### src/rtl/multicycle_dp.sv
// Multi-cycle MIPS-subset core (add/sub/and/or/slt, addi, lw, sw, beq; j when MCDP_JUMP_EN is defined).
// Latency: ALU 4 cycles, beq/j 3 cycles, lw/sw 4-5 cycles, each plus fetch/memory wait cycles.
// Backpressure: imem/dmem req held with stable addr/data until ack; any memory stall freezes the FSM.
module multicycle_dp #(
    parameter int               ADDR_W   = 32,
    parameter int               NREGS    = 32,
    parameter logic [ADDR_W-1:0] PC_RESET = '0
) (
    input  logic              clk,
    input  logic              rst_n,
    output logic              imem_req,
    output logic [ADDR_W-1:0] imem_addr,
    input  logic              imem_ack,
    input  logic [31:0]       imem_rdata,
    output logic              dmem_req,
    output logic              dmem_we,
    output logic [ADDR_W-1:0] dmem_addr,
    output logic [31:0]       dmem_wdata,
    input  logic              dmem_ack,
    input  logic [31:0]       dmem_rdata,
    output logic              retire,
    output logic              trap,
    output logic [ADDR_W-1:0] pc_out
);
    localparam int IDX_W = $clog2(NREGS);

    localparam logic [2:0] S_FETCH  = 3'd0;
    localparam logic [2:0] S_DECODE = 3'd1;
    localparam logic [2:0] S_EXEC   = 3'd2;
    localparam logic [2:0] S_MEM    = 3'd3;
    localparam logic [2:0] S_WB     = 3'd4;
    localparam logic [2:0] S_TRAP   = 3'd5;

    localparam logic [5:0] OP_R    = 6'h00;
    localparam logic [5:0] OP_J    = 6'h02;
    localparam logic [5:0] OP_BEQ  = 6'h04;
    localparam logic [5:0] OP_ADDI = 6'h08;
    localparam logic [5:0] OP_LW   = 6'h23;
    localparam logic [5:0] OP_SW   = 6'h2B;

    logic [2:0]        state;
    logic [ADDR_W-1:0] pc, bt;
    logic [31:0]       ir, a, b, alu_out, mdr;
    logic [31:0]       regs [NREGS];

    logic [5:0]        opcode, funct;
    logic [4:0]        rs, rt, rd, wb_idx;
    logic [31:0]       simm, rs_val, rt_val, alu_res, wb_data;
    logic signed [31:0] br_off;
    logic              funct_ok, exec_legal;
    logic              unused_shamt;

    assign opcode       = ir[31:26];
    assign rs           = ir[25:21];
    assign rt           = ir[20:16];
    assign rd           = ir[15:11];
    assign funct        = ir[5:0];
    assign unused_shamt = ^ir[10:6];
    assign simm         = {{16{ir[15]}}, ir[15:0]};
    assign br_off       = {simm[29:0], 2'b00};
    assign pc_out       = pc;

`ifdef MCDP_JUMP_EN
    logic [ADDR_W-1:0] jump_pc;
    if (ADDR_W > 28) begin : g_jwide
        assign jump_pc = {pc[ADDR_W-1:28], ir[25:0], 2'b00};
    end else begin : g_jnarrow
        assign jump_pc = ADDR_W'({ir[25:0], 2'b00});
    end
`endif

    // Unimplemented register indices read as zero.
    always_comb begin
        rs_val = '0;
        rt_val = '0;
        if (rs != 5'd0 && 32'(rs) < NREGS) rs_val = regs[rs[IDX_W-1:0]];
        if (rt != 5'd0 && 32'(rt) < NREGS) rt_val = regs[rt[IDX_W-1:0]];
    end

    always_comb begin
        alu_res  = a + simm;
        funct_ok = 1'b0;
        if (opcode == OP_R) begin
            funct_ok = 1'b1;
            case (funct)
                6'h20:   alu_res = a + b;
                6'h22:   alu_res = a - b;
                6'h24:   alu_res = a & b;
                6'h25:   alu_res = a | b;
                6'h2A:   alu_res = ($signed(a) < $signed(b)) ? 32'd1 : 32'd0;
                default: funct_ok = 1'b0;
            endcase
        end
    end

    always_comb begin
        exec_legal = 1'b0;
        case (opcode)
            OP_R:                            exec_legal = funct_ok;
            OP_ADDI, OP_LW, OP_SW, OP_BEQ:   exec_legal = 1'b1;
`ifdef MCDP_JUMP_EN
            OP_J:                            exec_legal = 1'b1;
`endif
            default:                         exec_legal = 1'b0;
        endcase
    end

    always_comb begin
        wb_idx  = rd;
        wb_data = alu_out;
        if (opcode == OP_ADDI) wb_idx = rt;
        if (opcode == OP_LW) begin
            wb_idx  = rt;
            wb_data = mdr;
        end
    end

    always_ff @(posedge clk or negedge rst_n) begin
        if (!rst_n) begin
            state      <= S_FETCH;
            pc         <= PC_RESET;
            ir         <= '0;
            a          <= '0;
            b          <= '0;
            bt         <= '0;
            alu_out    <= '0;
            mdr        <= '0;
            imem_req   <= 1'b0;
            imem_addr  <= '0;
            dmem_req   <= 1'b0;
            dmem_we    <= 1'b0;
            dmem_addr  <= '0;
            dmem_wdata <= '0;
            retire     <= 1'b0;
            trap       <= 1'b0;
            for (int i = 0; i < NREGS; i++) regs[i] <= '0;
        end else begin
            retire <= 1'b0;
            case (state)
                S_FETCH: begin
                    if (!imem_req) begin
                        imem_req  <= 1'b1;
                        imem_addr <= pc;
                    end else if (imem_ack) begin
                        imem_req <= 1'b0;
                        ir       <= imem_rdata;
                        pc       <= pc + ADDR_W'(4);
                        state    <= S_DECODE;
                    end
                end
                S_DECODE: begin
                    a     <= rs_val;
                    b     <= rt_val;
                    bt    <= pc + ADDR_W'(br_off);
                    state <= S_EXEC;
                end
                S_EXEC: begin
                    if (!exec_legal) begin
                        trap  <= 1'b1;
                        state <= S_TRAP;
                    end else begin
                        case (opcode)
                            OP_LW, OP_SW: begin
                                alu_out <= alu_res;
                                if (alu_res[1:0] != 2'b00) begin
                                    trap  <= 1'b1;
                                    state <= S_TRAP;
                                end else begin
                                    dmem_req   <= 1'b1;
                                    dmem_we    <= (opcode == OP_SW);
                                    dmem_addr  <= ADDR_W'(alu_res);
                                    dmem_wdata <= b;
                                    state      <= S_MEM;
                                end
                            end
                            OP_BEQ: begin
                                if (a == b) pc <= bt;
                                retire <= 1'b1;
                                state  <= S_FETCH;
                            end
`ifdef MCDP_JUMP_EN
                            OP_J: begin
                                pc     <= jump_pc;
                                retire <= 1'b1;
                                state  <= S_FETCH;
                            end
`endif
                            default: begin
                                alu_out <= alu_res;
                                state   <= S_WB;
                            end
                        endcase
                    end
                end
                S_MEM: begin
                    if (dmem_ack) begin
                        dmem_req <= 1'b0;
                        if (dmem_we) begin
                            retire <= 1'b1;
                            state  <= S_FETCH;
                        end else begin
                            mdr   <= dmem_rdata;
                            state <= S_WB;
                        end
                    end
                end
                S_WB: begin
                    if (wb_idx != 5'd0 && 32'(wb_idx) < NREGS) regs[wb_idx[IDX_W-1:0]] <= wb_data;
                    retire <= 1'b1;
                    state  <= S_FETCH;
                end
                default: begin
                    trap  <= 1'b1;
                    state <= S_TRAP;
                end
            endcase
        end
    end
endmodule

### config.mk
export PLATFORM = sky130hd
export DESIGN_NAME = multicycle_dp
export DESIGN_NICKNAME = d
export VERILOG_FILES = /design/src/rtl/multicycle_dp.sv
export SDC_FILE = /design/constraint.sdc
export NUM_CORES = 2
export LEC_CHECK = 0
export BUFFER_PORTS_ARGS = -buffer_cell sky130_fd_sc_hd__buf_2
export CAP_MARGIN = 20
export CORE_ASPECT_RATIO = 0.8
export CORE_MARGIN = 2
export CORE_UTILIZATION = 44
export CTS_CLUSTER_SIZE = 14
export DETAILED_ROUTE_END_ITERATION = 10
export PLACE_DENSITY = 0.63
export REMOVE_ABC_BUFFERS = 1
export SETUP_SLACK_MARGIN = 0.15
export SLEW_MARGIN = 15
export SYNTH_ARGS = -nofsm -noshare
export SYNTH_HDL_FRONTEND = slang
export SYNTH_SLANG_ARGS = --single-unit
export TNS_END_PERCENT = 50
### constraint.sdc
create_clock -name clk -period 3.3 [get_ports clk]
set_clock_uncertainty 0.1 [all_clocks]
set_input_delay 0.33 -clock clk [delete_from_list [all_inputs] [get_ports clk]]
set_output_delay 0.33 -clock clk [all_outputs]
set_load 0.01 [all_outputs]
==> key figures <==
Setup path
  • WS Path Type: reg2reg
  • Crit path top cell by count: a211oi_2
  • Setup crit end kind: register
  • Critical Path Stages: 13
  • Reg2reg path depth: 13
  • Crit path DAT: 3870 ps
  • Worst path top cell family by delay: compound AO/OA/AOI/OAI gates
  • Critical path's largest stage delay: 520 ps
  • Critical path required time: 3890 ps
  • CP Cell Sequence: inv_2 -> ha_4 -> or4_4 -> o211a_1 -> a211oi_2 -> buf_4 -> or3_4 -> buf_6 -> a21oi_4 -> a221o_1 -> a211oi_2 -> a21oi_2 -> mux2_2
  • Slowest cell on crit path: or4_4
  • Startpoint Class: register
  • Bufs and invs on worst path: 3
  • Crit path max fanout: 6

Global route
  • Number of global-route vias before repair: 61,200
  • Initial antenna violation count: 10
  • First-pass GRT wire length: 416,000 um
  • Largest net degree at the start of global routing: 125
  • Total GRT Usage: 0.325
  • Overflow after GRT: 0

Run status
  • Status: finished clean

Layout
  • Fin cells: 10,200
  • Share of layout cells above drive strength 1: 0.274
  • Final nets: 8,033
  • Area growth, synth to finish: 22.7%

CTS
  • Root Buffer: clkbuf_16
  • CTS H-Tree Depth: 4
  • Num CTS Buffers: 147
  • Clock transition at path regs: 60 ps
  • Sink Count: 1,352
  • Clk_lat worst skew: 860 ps
  • CTS tree: done
  • Clock tree buffer depth: 3

STA
  • Fmax: 305 MHz
  • Setup-failing EPs final: 0
  • Min Tclk post-route: 3280 ps
  • RSZ-0062 raised after global routing: yes
  • Fin crit share: 0.993
  • Fin. Hold Viols: 0
  • Tightest Pin Transition: 991 ps
  • Final TNS setup: 0 ps
  • Pins Over Slew Limit: 0
  • Hold slack: 136 ps
  • Worst rel slew slack: 0.332

Yosys
  • EDFF count, synth: 0
  • Syn_area_per_cell: 10.2 um2
  • Post-synth top flop: dfrtp_1
  • Cells after synthesis: 7,281
  • Synth area leader: dfrtp_1
  • Top post-synthesis cells by count: dfrtp_1, a21oi_1, nor2_1, nand2_1, o21ai_0
  • Synth area leaders: dfrtp_1, mux4_2, a21oi_1
  • Yosys cell types: 97
  • Post-synthesis sequential area ratio: 0.455
  • Post-synth ARST share: 1.00
  • Mapped cell area: 0.0743 mm2
  • Top-area cell type share of the netlist area: 0.455
  • Seq cells post-synth: 1,352
  • Top-count cell post-synth: dfrtp_1
  • Yosys warning total: 0

Placed design
  • Hpwl dp: 196,000 um
  • Cells after DPL: 9,785
  • Port-buffer cells: 200
  • Placer's final routability congestion estimate: 0.977

Floorplanning
  • Site Rows: 134
  • Core area: 0.167 mm2
  • Io pins: 201
  • Die Wd: 463 um
  • Initial Util: 0.444
  • Die height: 372 um
  • Die ar.: 0.172 mm2

Power
  • Leakage: 38.9 nW
  • Power per cell area: 378 mW/mm2
  • Worst IR Drop VDD: 579 uV
  • Total power: 34.4 mW

Worst hold path
  • Hold/Removal Path Class: in2reg
  • Hold path cells: 3

Routing
  • DR vias/cell: 6.26
  • Starting DRT DRC Count: 7,554
  • Vias: 63,600
  • WL final: 287,000 um
  • DR DRC count: 0
  • First-pass iteration count of the detailed router: 6
  • Routed Antenna Nets: 0
  • Wire per inst: 28.3 um

Run
  • Number of max-cap violations: 0
flip-flops by register name (all words and copies together) (netlist names):
name / cells
retire: 1
trap: 1
regs: 1024
dmem_addr: 32
b: 32
a: 32
state: 3
mdr: 32
imem_addr: 32
pc_out: 32
dmem_wdata: 32
bt: 32
dmem_req: 1
dmem_we: 1
imem_req: 1
ir: 32
alu_out: 32
where the power goes:
part / switching (mW) / total, mW / internal [mW]
Combinational: 0.379 / 0.505 / 0.126
Clock: 7.48 / 17.4 / 9.88
Sequential: 0 / 16.6 / 16.6
cells in the final DEF (no fill, tap or decap), types with 66 or more instances in the layout:
cell	count
a21oi_1	885
a21oi_2	77
buf_12	207
buf_2	199
buf_4	537
clkbuf_16	153
dfrtp_1	1336
dlygate4sd3_1	68
ha_1	139
inv_1	108
mux2_2	199
mux2i_1	289
mux4_2	371
nand2_1	635
nor2_1	788
nor3_1	66
o21ai_0	580
o21ai_1	94
o221ai_1	93
o22ai_1	155
tightest hold or removal path: stages:
cell,delay (ps)
dlygate4sd3_1,520
buf_2,90
mux2_2,120
area by class of cell:
type                    instances  area (um2)
fillers                     14500       76200
multi-input cells            5139       38700
flip-flops and latches       1352       33900
repair buffers               1037       10300
clock buffers                 206        4240
well taps                    2244        2810
clock inverters                52         782
inverters                     127         479
diodes                          4        10.0
kinds of logic after synthesis:
kind of cell | share of synthesized area
AO/OA/AOI/OAI | 0.174
buffers and inverters | 0.0440
flip-flops | 0.455
AND/OR/NAND/NOR | 0.104
adder cells (fa/ha/maj) | 0.0275
XOR/XNOR | 0.00754
multiplexers | 0.188
routing by layer:
layer	wire length, um	vias up	global-route usage
met5	65	-	0
met4	13300	10	0.138
met3	32400	685	0.0934
met2	124000	3464	0.479
met1	117000	31900	0.450
li1	-	27500	-
metrics by stage:
step           instance area (um2)  setup WS, ps   util
5_1_grt                      91200         -95.3  0.545
3_3_place_gp                 83600          -219  0.500
6_report                     91200          24.3  0.545
2_1_floorplan                71500        -14930      -
4_1_cts                      89900          53.5  0.537
3_5_place_dp                 83700          -231  0.500
final timing paths:
check | slack, ps | startpoint | to
worst min register to register | 300 | regs[1017] | regs[1017]
worst max-delay path | 20 | a[4] | alu_out[19]
max in group asynchronous | 1940 | rst_n | dmem_wdata[4]
worst min-delay path | 140 | dmem_rdata[9] | mdr[9]
min in group asynchronous | 160 | rst_n | regs[165]
worst max register to register | 20 | a[4] | alu_out[19]
timing repair:
item | in CTS | in global routing
endpoints found under the setup margin | 128 | 408
hold buffers | 68 | 0
pin swaps | 35 | 80
gates cloned | 2 | 7
resized for setup | 99 | 210
setup buffers | 10 | 26
endpoints found under the hold margin | 787 | 0
(Power assumes the default switching activity.)
